`src/rtl/bist_lfsr_misr.sv`:
```
// Built-in self-test wrapper: an LFSR drives pseudo-random patterns into a
// netlist under test and a MISR compacts its responses into a signature that
// is compared against a golden value once the run completes.
module bist_lfsr_misr #(
  parameter int                N_IN      = 14,
  parameter int                N_OUT     = 8,
  parameter int                LFSR_W    = 16,
  parameter logic [LFSR_W-1:0] LFSR_POLY = 16'hB400,
  parameter int                MISR_W    = 16,
  parameter logic [MISR_W-1:0] MISR_POLY = 16'hB400,
  parameter int                CNT_W     = 16,
  parameter int                DUT_LAT   = 0
) (
  input  logic              clk,
  input  logic              rst_n,
  input  logic              start,
  input  logic [LFSR_W-1:0] seed,
  input  logic [CNT_W-1:0]  num_pat,
  input  logic [MISR_W-1:0] golden,
  output logic [N_IN-1:0]   dut_in,
  input  logic [N_OUT-1:0]  dut_out,
  output logic              busy,
  output logic              done,
  output logic              pass,
  output logic [MISR_W-1:0] signature
);

  typedef enum logic [1:0] {IDLE, RUN, DRAIN, DONE} state_e;

  state_e            state_q, state_d;
  logic [LFSR_W-1:0] lfsr_q, lfsr_d;
  logic [MISR_W-1:0] misr_q, misr_d;
  logic [CNT_W-1:0]  cnt_q, cnt_d;
  logic              done_q, done_d;
  logic              pass_q, pass_d;

  logic              validIn;
  logic              capture;
  logic              sigMatch;
  logic [LFSR_W-1:0] lfsrStep;
  logic [LFSR_W-1:0] seedFixed;
  logic [MISR_W-1:0] dutOutExt;

  // A fresh pattern is launched into the DUT on every RUN cycle.
  assign validIn   = (state_q == RUN);
  assign sigMatch  = (misr_q == golden);
  assign lfsrStep  = (lfsr_q >> 1) ^ (lfsr_q[0] ? LFSR_POLY : '0);
  assign seedFixed = (seed == '0) ? LFSR_W'(1) : seed;

  // Zero-extend the DUT response into the low bits of the MISR word.
  always_comb begin
    dutOutExt = '0;
    dutOutExt[N_OUT-1:0] = dut_out;
  end

  // The capture strobe trails pattern launch by the DUT latency.
  generate
    if (DUT_LAT == 0) begin : g_comb_dut
      assign capture = validIn;
    end else begin : g_pipe_dut
      logic [DUT_LAT-1:0] validPipe_q;

      // Delay line of launch flags matching the DUT's register depth.
      always_ff @(posedge clk or negedge rst_n) begin
        if (!rst_n) begin
          validPipe_q <= '0;
        end else begin
          validPipe_q <= (validPipe_q << 1) | DUT_LAT'(validIn);
        end
      end

      assign capture = validPipe_q[DUT_LAT-1];
    end
  endgenerate

  // Next-state logic for sequencing, pattern generation and compaction.
  always_comb begin
    state_d = state_q;
    lfsr_d  = lfsr_q;
    misr_d  = misr_q;
    cnt_d   = cnt_q;
    done_d  = 1'b0;
    pass_d  = pass_q;

    if (done_q) begin
      pass_d = sigMatch;
    end

    if (capture) begin
      misr_d = (misr_q >> 1) ^ (misr_q[0] ? MISR_POLY : '0) ^ dutOutExt;
    end

    unique case (state_q)
      IDLE, DONE: begin
        if (start) begin
          lfsr_d = seedFixed;
          misr_d = '0;
          cnt_d  = num_pat;
          pass_d = 1'b0;
          if (num_pat == '0) begin
            state_d = DONE;
            done_d  = 1'b1;
          end else begin
            state_d = RUN;
          end
        end
      end
      RUN: begin
        if (cnt_q == CNT_W'(1)) begin
          if (DUT_LAT == 0) begin
            state_d = DONE;
            done_d  = 1'b1;
          end else begin
            state_d = DRAIN;
            cnt_d   = CNT_W'(DUT_LAT);
          end
        end else begin
          cnt_d  = cnt_q - CNT_W'(1);
          lfsr_d = lfsrStep;
        end
      end
      DRAIN: begin
        if (cnt_q == CNT_W'(1)) begin
          state_d = DONE;
          done_d  = 1'b1;
        end else begin
          cnt_d = cnt_q - CNT_W'(1);
        end
      end
      default: state_d = IDLE;
    endcase
  end

  // State and datapath registers; reset abandons any run in progress.
  always_ff @(posedge clk or negedge rst_n) begin
    if (!rst_n) begin
      state_q <= IDLE;
      lfsr_q  <= '0;
      misr_q  <= '0;
      cnt_q   <= '0;
      done_q  <= 1'b0;
      pass_q  <= 1'b0;
    end else begin
      state_q <= state_d;
      lfsr_q  <= lfsr_d;
      misr_q  <= misr_d;
      cnt_q   <= cnt_d;
      done_q  <= done_d;
      pass_q  <= pass_d;
    end
  end

  assign dut_in    = lfsr_q[N_IN-1:0];
  assign busy      = (state_q == RUN) || (state_q == DRAIN);
  assign done      = done_q;
  assign pass      = done_q ? sigMatch : pass_q;
  assign signature = misr_q;

endmodule

```
`config.mk`:
```
export PLATFORM = sky130hd
export DESIGN_NAME = bist_lfsr_misr
export DESIGN_NICKNAME = d
export VERILOG_FILES = /design/src/rtl/bist_lfsr_misr.sv
export SDC_FILE = /design/constraint.sdc
export NUM_CORES = 1
export LEC_CHECK = 0
export ABC_CLOCK_PERIOD_IN_PS = 2500
export BUFFER_PORTS_ARGS = -buffer_cell sky130_fd_sc_hd__buf_4
export CORE_MARGIN = 1
export CORE_UTILIZATION = 53
export DETAILED_ROUTE_END_ITERATION = 10
export PLACE_DENSITY = 0.88
export SYNTH_ARGS = -nofsm -noshare
export SYNTH_HDL_FRONTEND = slang
export SYNTH_SLANG_ARGS = --single-unit
```
`constraint.sdc`:
```
create_clock -name clk -period 2.5 [get_ports clk]
set_clock_uncertainty 0.1 [all_clocks]
set_input_delay 0.25 -clock clk [delete_from_list [all_inputs] [get_ports clk]]
set_output_delay 0.25 -clock clk [all_outputs]
set_load 0.05 [all_outputs]
```
# == Word-level counts from Yosys, hierarchy flattened ==
# Cells that the tools add are included.
# op_classes
bitwise_logic,3
add_sub_neg,1
n_reduce_logical,10
n_eq_ne,9
muxes,23
# ops
operator,count
$mux 16,10
$pmux 16 s2,2
$logic_not 16->1,2
$xor 15x16->16,2
$eq 16x1->1 const B,1
$eq 16x16->1,1
$sub 16x1->16 const B,1
$xor 16x8->16,1
$mux 1,6
$mux 2,3
$ne 2x2->1 const B,3
$eq 2x2->1 const B,2
$pmux 2 s2,1
$reduce_and 2->1,2
$reduce_or 2->1,2
$reduce_and 3->1,1
$eq 2x1->1 const B,1
$logic_not 2->1,1
$ne 2x1->1 const B,1
$pmux 1 s2,1
$reduce_bool 2->1,1
$logic_or 1x1->1,1
# totals
reg_bits,52
wordCells,52

# == Depth between registers and ports, before layout ==
# logic_depth
word_depth,6
ltp_mapped,8
mapped_depth_nobuf,6

# == Least setup slack after synthesis ==
# Ideal clock, no wire load.
# synth_timing
kind,register to output
start,"register misr_q[0], in the netlist signature[0]"
end,output pass
path_buffers,1
path_slack_ps,-352
t_arrival_ps,2502
path_stages_with_launch,6
path_cell_list,dfrtp_1 -> clkbuf_1 -> xor2_1 -> nor4_1 -> nand4_1 -> o21ai_0
# synth_between
elab_chain_len,2
# synth_rtl
item,line,rtl
from (decl),32,"logic [MISR_W-1:0] misr_q, misr_d;"
from (signal assigned),146,misr_q <= misr_d;
$eq 16x16->1,46,assign sigMatch = (misr_q == golden);
$mux 1,156,assign pass = done_q ? sigMatch : pass_q;
to (decl),24,"output logic pass,"
# No other way between the ends.

# == Final worst setup path ==
# layout_timing
start,register cnt_q[1]
end,register lfsr_q[6]
# layout_between
elab_chain_len,3
# layout_rtl
item,line,rtl
from (decl),33,"logic [CNT_W-1:0] cnt_q, cnt_d;"
from (signal assigned),147,cnt_q <= cnt_d;
$eq 16x1->1,109,if (cnt_q == CNT_W'(1)) begin
$ne 2x2->1 (no line),--,
$reduce_and 3->1 (no line),--,
to (signal assigned),145,lfsr_q <= lfsr_d;
to (decl),31,"logic [LFSR_W-1:0] lfsr_q, lfsr_d;"
# No other way between the ends.
# A chain may end at the register's enable or synchronous reset.

==> impl_metrics.json <==
{
  "clk_root_buffer_cell": "clkbuf_8",
  "fin_setup_tns_ps": 0,
  "outcome": "finished clean",
  "hold_class": "primary input to flop",
  "pre_cts_ws_ps": 226.5,
  "synth_xor_area_frac": 0.08213,
  "cp_cell_sequence": "inv_1 -> ha_1 -> nor4b_4 -> and3_1 -> a31oi_4 -> mux2_2",
  "crit_path_top_delay_cell": "a31oi_4",
  "cts_sinks": 52,
  "gp_congestion": 0.9053,
  "cap_violations": 0,
  "max_freq_mhz": 435.7,
  "rows": 28,
  "yosys-top-cells-count": "52 x dfrtp_1, 31 x nor2_1, 18 x mux2_2",
  "clk_latency_ps": 300,
  "via_count": 2839,
  "synth_top_family_by_area": "simple AND/OR/NAND/NOR gates",
  "layout_setup_ws_ps": 204.9,
  "p_leak_nw": 1.779,
  "synth_seq_cells": 52,
  "synth.area.top_cells": "dfrtp_1 39%, mux2_2 6.1%, mux2_4 4.5%",
  "core-area_mm2": 0.005956,
  "cts_tree": "done",
  "die_h_um": 80.98,
  "synth_edf_count": 0,
  "grt_pass1_vias": 2691,
  "synth.distinct_cells": 54,
  "synthesis.yosys.warnings": 0,
  "insertedDiodeCount": 0,
  "synth_compound_area_frac": 0.1363,
  "drive_above_1_share": 0.3477,
  "dp_cells": 461,
  "muxShareOfSynthArea": 0.1522,
  "cts_setup_buffers": 0,
  "yosys.area.top_type": "dfrtp_1",
  "die_w_um": 80.98,
  "critical_path_class": "flop to flop",
  "cts_buffers": 5,
  "antenna_found_initial": 0,
  "worstPathArrival_ps": 2380,
  "timing.critical_path.slowest_cell_delay_ps": 610,
  "endpoint_kind": "flop",
  "dr.pass1.iters": 4,
  "fin_nets": 456,
  "wl_per_cell_um": 17.03,
  "grt_pass1_wl_mm": 12.61,
  "async_reset_ff_frac": 1.000,
  "crit_fanout": 16,
  "ys_seq_area_frac": 0.3936,
  "area_delta_synth_final_pct": 22.56,
  "start_kind": "flop",
  "synth_top_area_frac": 0.3936,
  "crit_buf_inv": 1,
  "via_per_inst": 6.053,
  "detailed_place_hpwl_mm": 5.927,
  "io_pins": 92,
  "yosys.area_share.adder": 0.01136,
  "port_buffers": 91,
  "clk_pin_slew_ps": 90,
  "fin_util": 0.6803,
  "track_usage": 0.2508,
  "final-setup-viol-count": 0,
  "synth_area_mm2": 0.003306,
  "relSlewSlack": 0.5319,
  "stdcell_count": 469,
  "drc_errors": 0,
  "finalCritPeriodShare": 0.9180,
  "ys.flop_type": "dfrtp_1",
  "synth-simple-area-share": 0.1540,
  "yosysMostFrequentCell": "dfrtp_1",
  "overflow": 0,
  "power_density_mw_per_mm2": 1261,
  "layout_min_cycle_time_ps": 2295,
  "rsz0062_at_grt": "no",
  "irDropWorstVdd_mv": 1.016,
  "drtAntennaViolNets": 0,
  "maxSlewViolCount": 0,
  "syn-num-nets": 387,
  "htree_num_levels": 2,
  "grt_max_degree": 53,
  "die_area_mm2": 0.006557,
  "required_ps": 2590,
  "worst_pin_slew_ps": 702.2,
  "start_util": 0.5550,
  "syn_area_per_cell_um2": 10.17,
  "syn_inst": 325,
  "cts_buffer_depth": 2,
  "drt-initial-drc-count": 153,
  "hold_viol": 0,
  "wl_mm": 7.986,
  "critical-path-top-delay-family": "compound AO/OA/AOI/OAI gates"
}
==> per-stage QoR <==
step                      cell area [um2]  power (mW)  hold slack (ps)
after global routing                 4051       5.398            76.66
after global placement               3913       4.333            220.7
after detailed placement             3913       4.443            221.8
after floorplan                      3306       3.832           -145.6
after CTS                            4051       5.121            73.63
final                                4051       5.109            78.12
==> where the power goes <==
part / switching, mW / total (mW) / leakage (nW) / internal [mW]
clock: 0.271 / 0.665 / 0.0642 / 0.394
combinational: 1.55 / 2.69 / 1.10 / 1.14
sequential: 0.532 / 1.75 / 0.611 / 1.22
==> per-layer routing <==
| metal | track usage | share of wire | vias up |
|---|---|---|---|
| met5 | 0 | 0 | - |
| met4 | 0.05357 | 0.010 | 0 |
| met3 | 0.04944 | 0.067 | 11 |
| met2 | 0.4429 | 0.52 | 118 |
| met1 | 0.3164 | 0.41 | 1392 |
| li1 | - | - | 1318 |
==> cell families (layout without fill, tap and decap cells) <==
logic type | Yosys count | after routing
mux | 43 | 43
flops | 52 | 52
buf+inv | 41 | 110
simple gates | 93 | 93
xor+xnor | 31 | 31
fa+ha+maj | 3 | 3
compound gates | 62 | 62
==> tightest hold or removal path, delay by kind of cell <==
| kind | cells | cell delay [ps] |
|---|---|---|
| and+or+nand+nor | 1 | 40 |
| buffers and inverters | 1 | 90 |
| AOI/OAI and AO/OA | 1 | 60 |
==> final timing paths <==
path                             from  cells past startpoint  slack, ps          to
max in group asynchronous       rst_n                      2       1430      pass_q
max reg2reg                  cnt_q[1]                      6        200   lfsr_q[6]
max                          cnt_q[1]                      6        200   lfsr_q[6]
min                        num_pat[3]                      3         80    cnt_q[3]
min reg2reg                lfsr_q[15]                      1        430  lfsr_q[15]
min in group asynchronous       rst_n                      2        420  lfsr_q[10]
==> cells in the final DEF, fill, tap and decap left out, drive strengths merged, types with 3 or more instances in the layout <==
| cell type | Yosys | layout |
|---|---|---|
| buf | 22 | 96 |
| dfrtp | 52 | 52 |
| nor2 | 31 | 31 |
| mux2 | 28 | 28 |
| xor2 | 16 | 16 |
| mux2i | 15 | 15 |
| xnor2 | 15 | 15 |
| a211oi | 15 | 15 |
| nor4 | 13 | 13 |
| nand2 | 12 | 12 |
| o21ai | 10 | 10 |
| a21oi | 8 | 8 |
| nor3 | 8 | 8 |
| nand3 | 7 | 7 |
| inv | 6 | 6 |
| a31oi | 6 | 6 |
| clkbuf | 13 | 5 |
| or4 | 5 | 5 |
| or3 | 4 | 4 |
| and2 | 3 | 3 |
| nand4 | 3 | 3 |
| o31a | 3 | 3 |
| o41ai | 3 | 3 |
| ha | 3 | 3 |
==> sequential cells by signal (all words and copies together), names as in the netlist <==
register / count
lfsr_q: 16
done: 1
state_q: 2
cnt_q: 16
pass_q: 1
signature: 16
==> final cells by class <==
type,count,area [um2]
Inverter,6,22.52
Clock buffer,5,68.82
Sequential cell,52,1301
Clock inverter,2,60.06
Fill cell,463,1904
Multi-Input combinational cell,232,1774
Tap cell,75,93.84
Timing Repair Buffer,97,730.7
==> timing repair <==
item / CTS / global route
endpoints found under the hold margin: 52 / 0
resized for setup: 0 / 0
hold buffers: 1 / 0
Power figures use the tool's default switching activity.
